$ cat src/rtl/ccm_pkg.sv
// ccm_pkg: shared widths, stream count and request FSM
// encoding for the CCM counter keystream consumer.
package ccm_pkg;

    localparam int WIDTH_KEY = 128;
    localparam int N_STREAMS = 2;

    typedef enum logic [1:0] {
        ST_IDLE = 2'd0,
        ST_ARB  = 2'd1,
        ST_HOLD = 2'd2
    } req_state_e;

endpackage

$ cat src/rtl/ccm_ks_fifo.sv
// ccm_ks_fifo: single-clock keystream FIFO with exposed
// occupancy; the head is only visible once a block is stored.
module ccm_ks_fifo
    import ccm_pkg::*;
#(
    parameter int  W     = WIDTH_KEY,
    parameter int  DEPTH = 4,
    localparam int AW    = $clog2(DEPTH),
    localparam int FW    = AW + 1
) (
    input  logic          clk,
    input  logic          kill,
    input  logic          push_i,
    input  logic [W-1:0]  push_data_i,
    input  logic          pop_i,
    output logic [W-1:0]  head_o,
    output logic [FW-1:0] fill_o
);

    logic [W-1:0]  mem_q [DEPTH];
    logic [AW-1:0] wr_ptr_q;
    logic [AW-1:0] rd_ptr_q;
    logic [FW-1:0] fill_q;
    logic          do_push;
    logic          do_pop;

    assign do_push = push_i && (fill_q != FW'(DEPTH));
    assign do_pop  = pop_i && (fill_q != '0);
    assign head_o  = mem_q[rd_ptr_q];
    assign fill_o  = fill_q;

    always_ff @(posedge clk) begin
        if (kill) begin
            wr_ptr_q <= '0;
            rd_ptr_q <= '0;
            fill_q   <= '0;
        end else begin
            if (do_push) begin
                wr_ptr_q <= wr_ptr_q + AW'(1);
            end
            if (do_pop) begin
                rd_ptr_q <= rd_ptr_q + AW'(1);
            end
            unique case ({do_push, do_pop})
                2'b10:   fill_q <= fill_q + FW'(1);
                2'b01:   fill_q <= fill_q - FW'(1);
                default: fill_q <= fill_q;
            endcase
        end
    end

    // Storage is not reset; occupancy alone defines validity.
    always_ff @(posedge clk) begin
        if (do_push) begin
            mem_q[wr_ptr_q] <= push_data_i;
        end
    end

endmodule

$ cat src/rtl/ccm_ctr_xor.sv
// ccm_ctr_xor: requests encrypted counters per stream, buffers
// them, and XORs each block with one payload word.
module ccm_ctr_xor #(
    parameter int WIDTH_KEY = ccm_pkg::WIDTH_KEY,
    parameter int DEPTH     = 4
) (
    input  logic                 clk,
    input  logic                 kill,
    input  logic                 run,
    output logic                 ctr_ready,
    output logic                 ctr_stream_idx,
    input  logic                 ctr_en,
    input  logic                 ctr_ret_idx,
    input  logic [WIDTH_KEY-1:0] ctr_data,
    input  logic                 in_valid,
    input  logic                 in_stream_idx,
    input  logic [WIDTH_KEY-1:0] in_data,
    output logic                 in_accept,
    output logic                 out_valid,
    output logic                 out_stream_idx,
    output logic [WIDTH_KEY-1:0] out_data,
    output logic                 err_ovf
);

    localparam int NS = ccm_pkg::N_STREAMS;
    localparam int FW = $clog2(DEPTH) + 1;
    localparam int SW = FW + 1;

    ccm_pkg::req_state_e state_q;

    logic                 ctr_ready_q;
    logic                 ctr_idx_q;
    logic                 last_grant_q;
    logic [FW-1:0]        outst_q [NS];
    logic [FW-1:0]        outst_d [NS];
    logic [FW-1:0]        fill    [NS];
    logic [WIDTH_KEY-1:0] head    [NS];
    logic [NS-1:0]        elig;
    logic [NS-1:0]        inc;
    logic [NS-1:0]        push;
    logic [NS-1:0]        pop;
    logic                 grant;
    logic                 grant_idx;
    logic                 ret_ok;
    logic                 err_q;
    logic                 out_valid_q;
    logic                 out_idx_q;
    logic [WIDTH_KEY-1:0] out_data_q;

    for (genvar s = 0; s < NS; s++) begin : g_fifo
        ccm_ks_fifo #(
            .W     (WIDTH_KEY),
            .DEPTH (DEPTH)
        ) u_fifo (
            .clk         (clk),
            .kill        (kill),
            .push_i      (push[s]),
            .push_data_i (ctr_data),
            .pop_i       (pop[s]),
            .head_o      (head[s]),
            .fill_o      (fill[s])
        );
    end

    // A stream may ask only while buffered plus in-flight fits.
    always_comb begin
        elig = '0;
        for (int s = 0; s < NS; s++) begin
            elig[s] = (SW'(fill[s]) + SW'(outst_q[s])) < SW'(DEPTH);
        end
    end

    always_comb begin
        grant     = 1'b0;
        grant_idx = 1'b0;
        if (state_q == ccm_pkg::ST_ARB && run) begin
            unique case (elig)
                2'b11: begin
                    grant     = 1'b1;
                    grant_idx = ~last_grant_q;
                end
                2'b01: begin
                    grant     = 1'b1;
                    grant_idx = 1'b0;
                end
                2'b10: begin
                    grant     = 1'b1;
                    grant_idx = 1'b1;
                end
                default: begin
                    grant     = 1'b0;
                    grant_idx = 1'b0;
                end
            endcase
        end
    end

    assign ret_ok    = ctr_en && (outst_q[ctr_ret_idx] != '0);
    assign in_accept = in_valid && (fill[in_stream_idx] != '0);

    assign inc  = {grant & grant_idx, grant & ~grant_idx};
    assign push = {ret_ok & ctr_ret_idx, ret_ok & ~ctr_ret_idx};
    assign pop  = {in_accept & in_stream_idx,
                   in_accept & ~in_stream_idx};

    always_comb begin
        outst_d = outst_q;
        for (int s = 0; s < NS; s++) begin
            unique case ({inc[s], push[s]})
                2'b10:   outst_d[s] = outst_q[s] + FW'(1);
                2'b01:   outst_d[s] = outst_q[s] - FW'(1);
                default: outst_d[s] = outst_q[s];
            endcase
        end
    end

    always_ff @(posedge clk) begin
        if (kill) begin
            state_q      <= ccm_pkg::ST_IDLE;
            ctr_ready_q  <= 1'b0;
            ctr_idx_q    <= 1'b0;
            last_grant_q <= 1'b1;
        end else begin
            ctr_ready_q <= 1'b0;
            ctr_idx_q   <= 1'b0;
            unique case (state_q)
                ccm_pkg::ST_IDLE: begin
                    if (run) begin
                        state_q <= ccm_pkg::ST_ARB;
                    end
                end
                ccm_pkg::ST_ARB: begin
                    if (!run) begin
                        state_q <= ccm_pkg::ST_IDLE;
                    end else if (grant) begin
                        ctr_ready_q  <= 1'b1;
                        ctr_idx_q    <= grant_idx;
                        last_grant_q <= grant_idx;
                        state_q      <= ccm_pkg::ST_HOLD;
                    end
                end
                ccm_pkg::ST_HOLD: begin
                    state_q <= ccm_pkg::ST_ARB;
                end
                default: begin
                    state_q <= ccm_pkg::ST_IDLE;
                end
            endcase
        end
    end

    always_ff @(posedge clk) begin
        if (kill) begin
            for (int s = 0; s < NS; s++) begin
                outst_q[s] <= '0;
            end
            err_q       <= 1'b0;
            out_valid_q <= 1'b0;
            out_idx_q   <= 1'b0;
            out_data_q  <= '0;
        end else begin
            outst_q     <= outst_d;
            out_valid_q <= in_accept;
            if (ctr_en && !ret_ok) begin
                err_q <= 1'b1;
            end
            if (in_accept) begin
                out_idx_q  <= in_stream_idx;
                out_data_q <= in_data ^ head[in_stream_idx];
            end
        end
    end

    assign ctr_ready      = ctr_ready_q;
    assign ctr_stream_idx = ctr_idx_q;
    assign out_valid      = out_valid_q;
    assign out_stream_idx = out_idx_q;
    assign out_data       = out_data_q;
    assign err_ovf        = err_q;

endmodule
$ cat config.mk
export PLATFORM = sky130hd
export DESIGN_NAME = ccm_ctr_xor
export DESIGN_NICKNAME = d
export VERILOG_FILES = /design/src/rtl/ccm_pkg.sv /design/src/rtl/ccm_ks_fifo.sv /design/src/rtl/ccm_ctr_xor.sv
export SDC_FILE = /design/constraint.sdc
export NUM_CORES = 1
export LEC_CHECK = 0
export ABC_CLOCK_PERIOD_IN_PS = 11450
export CORE_ASPECT_RATIO = 1.4
export CORE_UTILIZATION = 50
export DETAILED_ROUTE_END_ITERATION = 8
export PLACE_DENSITY = 0.71
export SLEW_MARGIN = 20
export SYNTH_ARGS = -nofsm -noshare
export SYNTH_HDL_FRONTEND = slang
export SYNTH_SLANG_ARGS = --single-unit
export TNS_END_PERCENT = 100
$ cat constraint.sdc
create_clock -name clk -period 11.45 [get_ports clk]
set_input_delay 2.29 -clock clk [delete_from_list [all_inputs] [get_ports clk]]
set_output_delay 2.29 -clock clk [all_outputs]
set_load 0.01 [all_outputs]
==> out/metrics.yaml <==
placement:
  placement.io_buffers: 396
  detailedPlacementHpwl_mm: 61.4
  gp_routability_congestion: 0.760
setup_path:
  slowest_stage: "sky130_fd_sc_hd__clkdlybuf4s50_1"
  worst_r2r_endpoint: "out_data[9]"
  critical_path_peak_fanout: 6
  reg2reg_depth: 6
  cp_cell_sequence: "clkdlybuf4s50_1 -> o311ai_1 -> nand2_1 -> clkdlybuf4s50_1"
  critical-path-max-stage-delay_ns: 0.68
  worst-endpoint-arrival_ns: 3.99
  worst_ep_required_time_ns: 9.16
  class_of_the_most_critical_setup_path: "input pin to output port"
  r2r_slack_ns: 7.55
  worst_path_most_repeated_cell: "sky130_fd_sc_hd__clkdlybuf4s50_1"
  end_kind: "output port"
  worst_setup_path_start_kind: "input pin"
route:
  route.final.wire_length_mm: 107
  via_count: 25600
  drt_first_iter_violations: 1959
  vias_per_cell: 5.92
  drc_errors: 0
  drt-pass1-iter-count: 6
  detail-route-antenna-nets: 0
  wl_per_cell_um: 24.7
global_routing:
  wire_length_of_the_first_global_routing_pass_mm: 159
  first_global_vias: 26300
  grt_remaining_overflow: 0
  grt_antenna_before_repair: 16
  grt_start_max_net_pins: 72
  grt.total_usage_pct: 22.9
clock_network:
  cts.sink_count: 1184
  buffers_inserted_by_post_cts_timing_repair: 0
  cts_inserted_buffers: 107
  root_buffer: "sky130_fd_sc_hd__clkbuf_16"
  clk-insertion-delay-late_ns: 0.67
  cts-resized-gates: 0
  ctsLongestPathBuffers: 3
  cts.hold.buffers_added: 0
  cts.htree.levels: 3
  cts.clk_slew.worst_paths_ns: 0.07
  cts_tree: "yes"
synthesis:
  synth-main-ff-cell: "sky130_fd_sc_hd__edfxtp_1"
  synth_edf_count: 1024
  post_synth_num_cell_types: 38
  synth-seq-cells: 1184
  post_synth_inst_count: 2630
  synthArstFlopShare_pct: 0
  ys_seq_area_share_pct: 74.6
  postSynthNetCount: 2913
  syn_area_um2: 45500
  synthesis.yosys.warnings: 0
  avgSynthCellArea_um2: 17.3
power_and_ir_drop:
  p_leak_nw: 16.3
  peakVddDrop_uv: 131
  power.density_cell_area_nw_per_um2: 161
sta:
  timing.final.crit_period_ns: 6.28
  worst_slew_pin_slew_ns: 1.13
  timing.final.crit_share_pct: 54.8
  fin_skew_ns: 0.0259
  clock.fmax_mhz: 159
  final_max_slew_viol_count: 0
  final-setup-viol-count: 0
  timing.final.hold_violations: 0
  setup_repair_after_global_routing_missed_its_margin: "no"
  tns_ns: 0
  finalHoldWorstSlack_ns: 0.466
  max-slew-margin-rel_pct: 24.6
layout:
  design.final.nets: 3314
  layout_common_cells: "sky130_fd_sc_hd__edfxtp_1 (1024), sky130_fd_sc_hd__mux2i_1 (514), sky130_fd_sc_hd__clkdlybuf4s50_1 (396)"
  area_growth_pct: 18.6
  layout_commonest_cell: "sky130_fd_sc_hd__edfxtp_1"
  drive_above_1_share_pct: 7.42
floorplan:
  floorplan.die.height_um: 359
  die_w_um: 257
  fp.dieArea_um2: 92200
  core_um2: 89900
  design.portCount: 397
  initial_utilization_pct: 50.6
  placement_rows: 130
worst_hold_path:
  timing.hold.worst.class: "flop to flop"
  min_to: "out_data[14]"
  hold_depth: 1
  worstHoldStart: "out_data[14]"
job:
  cap_viol_max_count: 0
run_status:
  status: "finished, final reports clean"
-- flip-flops by register name (all words and copies together) (netlist names), 2 cells and up, named ones only --
register and count:
g_fifo.u_fifo.mem_q 1024, g_fifo.u_fifo.fill_o 6, out_data 128, outst_q 6, g_fifo.u_fifo.wr_ptr_q 4, g_fifo.u_fifo.rd_ptr_q 4
state_q 2
-- critical path: cells and delay by family --
family | cells | cell delay (ns)
AND/OR/NAND/NOR | 1 | 0.16
AO/OA/AOI/OAI | 1 | 0.31
buffers and inverters | 2 | 1.22
-- where the power goes --
| part | internal, mW | total [mW] | leakage, nW | switching (mW) |
|---|---|---|---|---|
| logic | 0.139 | 0.312 | 4.03 | 0.173 |
| clock network | 2.11 | 3.64 | 1.77 | 1.53 |
| registers | 4.70 | 4.71 | 10.5 | 0.0108 |
| total | 6.95 | 8.67 | 16.3 | 1.72 |
-- layout make-up --
| class | instances | area, um2 |
|---|---|---|
| fillers | 6537 | 36000 |
| inverters | 23 | 86.3 |
| multi-input cells | 1278 | 10400 |
| clock buffers | 136 | 2930 |
| diodes | 6 | 15.0 |
| flip-flops and latches | 1184 | 34000 |
| clock inverters | 67 | 713 |
| repair buffers | 437 | 4380 |
| well taps | 1188 | 1490 |
-- kinds of logic after synthesis --
kind of cell / after synthesis / share of synthesized area (%)
xor gates and xnor gates: 14 / 0.269
adders and majority gates: 20 / 0.616
buffers and inverters: 168 / 2.62
muxes: 515 / 11.3
and+or+nand+nor: 190 / 2.42
DFF: 1184 / 74.6
AOI/OAI and AO/OA: 539 / 8.13
-- cell usage after synthesis (all sizes together), types with 4 or more instances --
cell type,instances,area share (%)
a21oi,12,0.14
a32o,128,2.8
and2,9,0.12
buf,118,2.2
clkbuf,27,0.22
dfxtp,160,7.0
edfxtp,1024,68
fa,4,0.18
ha,16,0.44
inv,23,0.19
mux2i,514,11
nand2,7,0.063
nor2,26,0.21
nor3,4,0.044
o21ai,133,1.5
o22ai,256,3.5
or3,133,1.8
xor2,11,0.21
-- layer usage --
metal	vias to the layer above	share of wire, %	track usage (%)
met5	-	0.13	0
met4	20	3.5	9.47
met3	199	6.0	3.68
met2	860	50	39.8
met1	13000	40	28.5
li1	11500	-	-
-- metrics by stage --
stage               area, um2  total power [mW]  setup slack (ns)  utilization [%]  cells
CTS                     53900              8.73              5.17             59.9   4309
global placement        50200              5.10              5.15             55.8   4105
detailed placement      50200              5.12              5.17             55.8   4106
floorplan               45500              4.92              5.10                -   2630
global route            54000              8.91              5.11             60.0   4318
finish                  54000              8.67              5.17             60.0   4319
-- worst max path at each step --
stage / start / endpoint / slack [ns]
5_1_grt: in_stream_idx / in_accept / 5.11
6_report: in_stream_idx / in_accept / 5.17
4_1_cts: in_stream_idx / in_accept / 5.17
3_5_place_dp: ctr_en / g_fifo[1].u_fifo.mem_q[0][83] / 5.17
2_1_floorplan: ctr_ret_idx / g_fifo[1].u_fifo.mem_q[0][0] / 5.10
3_3_place_gp: in_stream_idx / in_accept / 5.15
(Power assumes the default switching activity.)
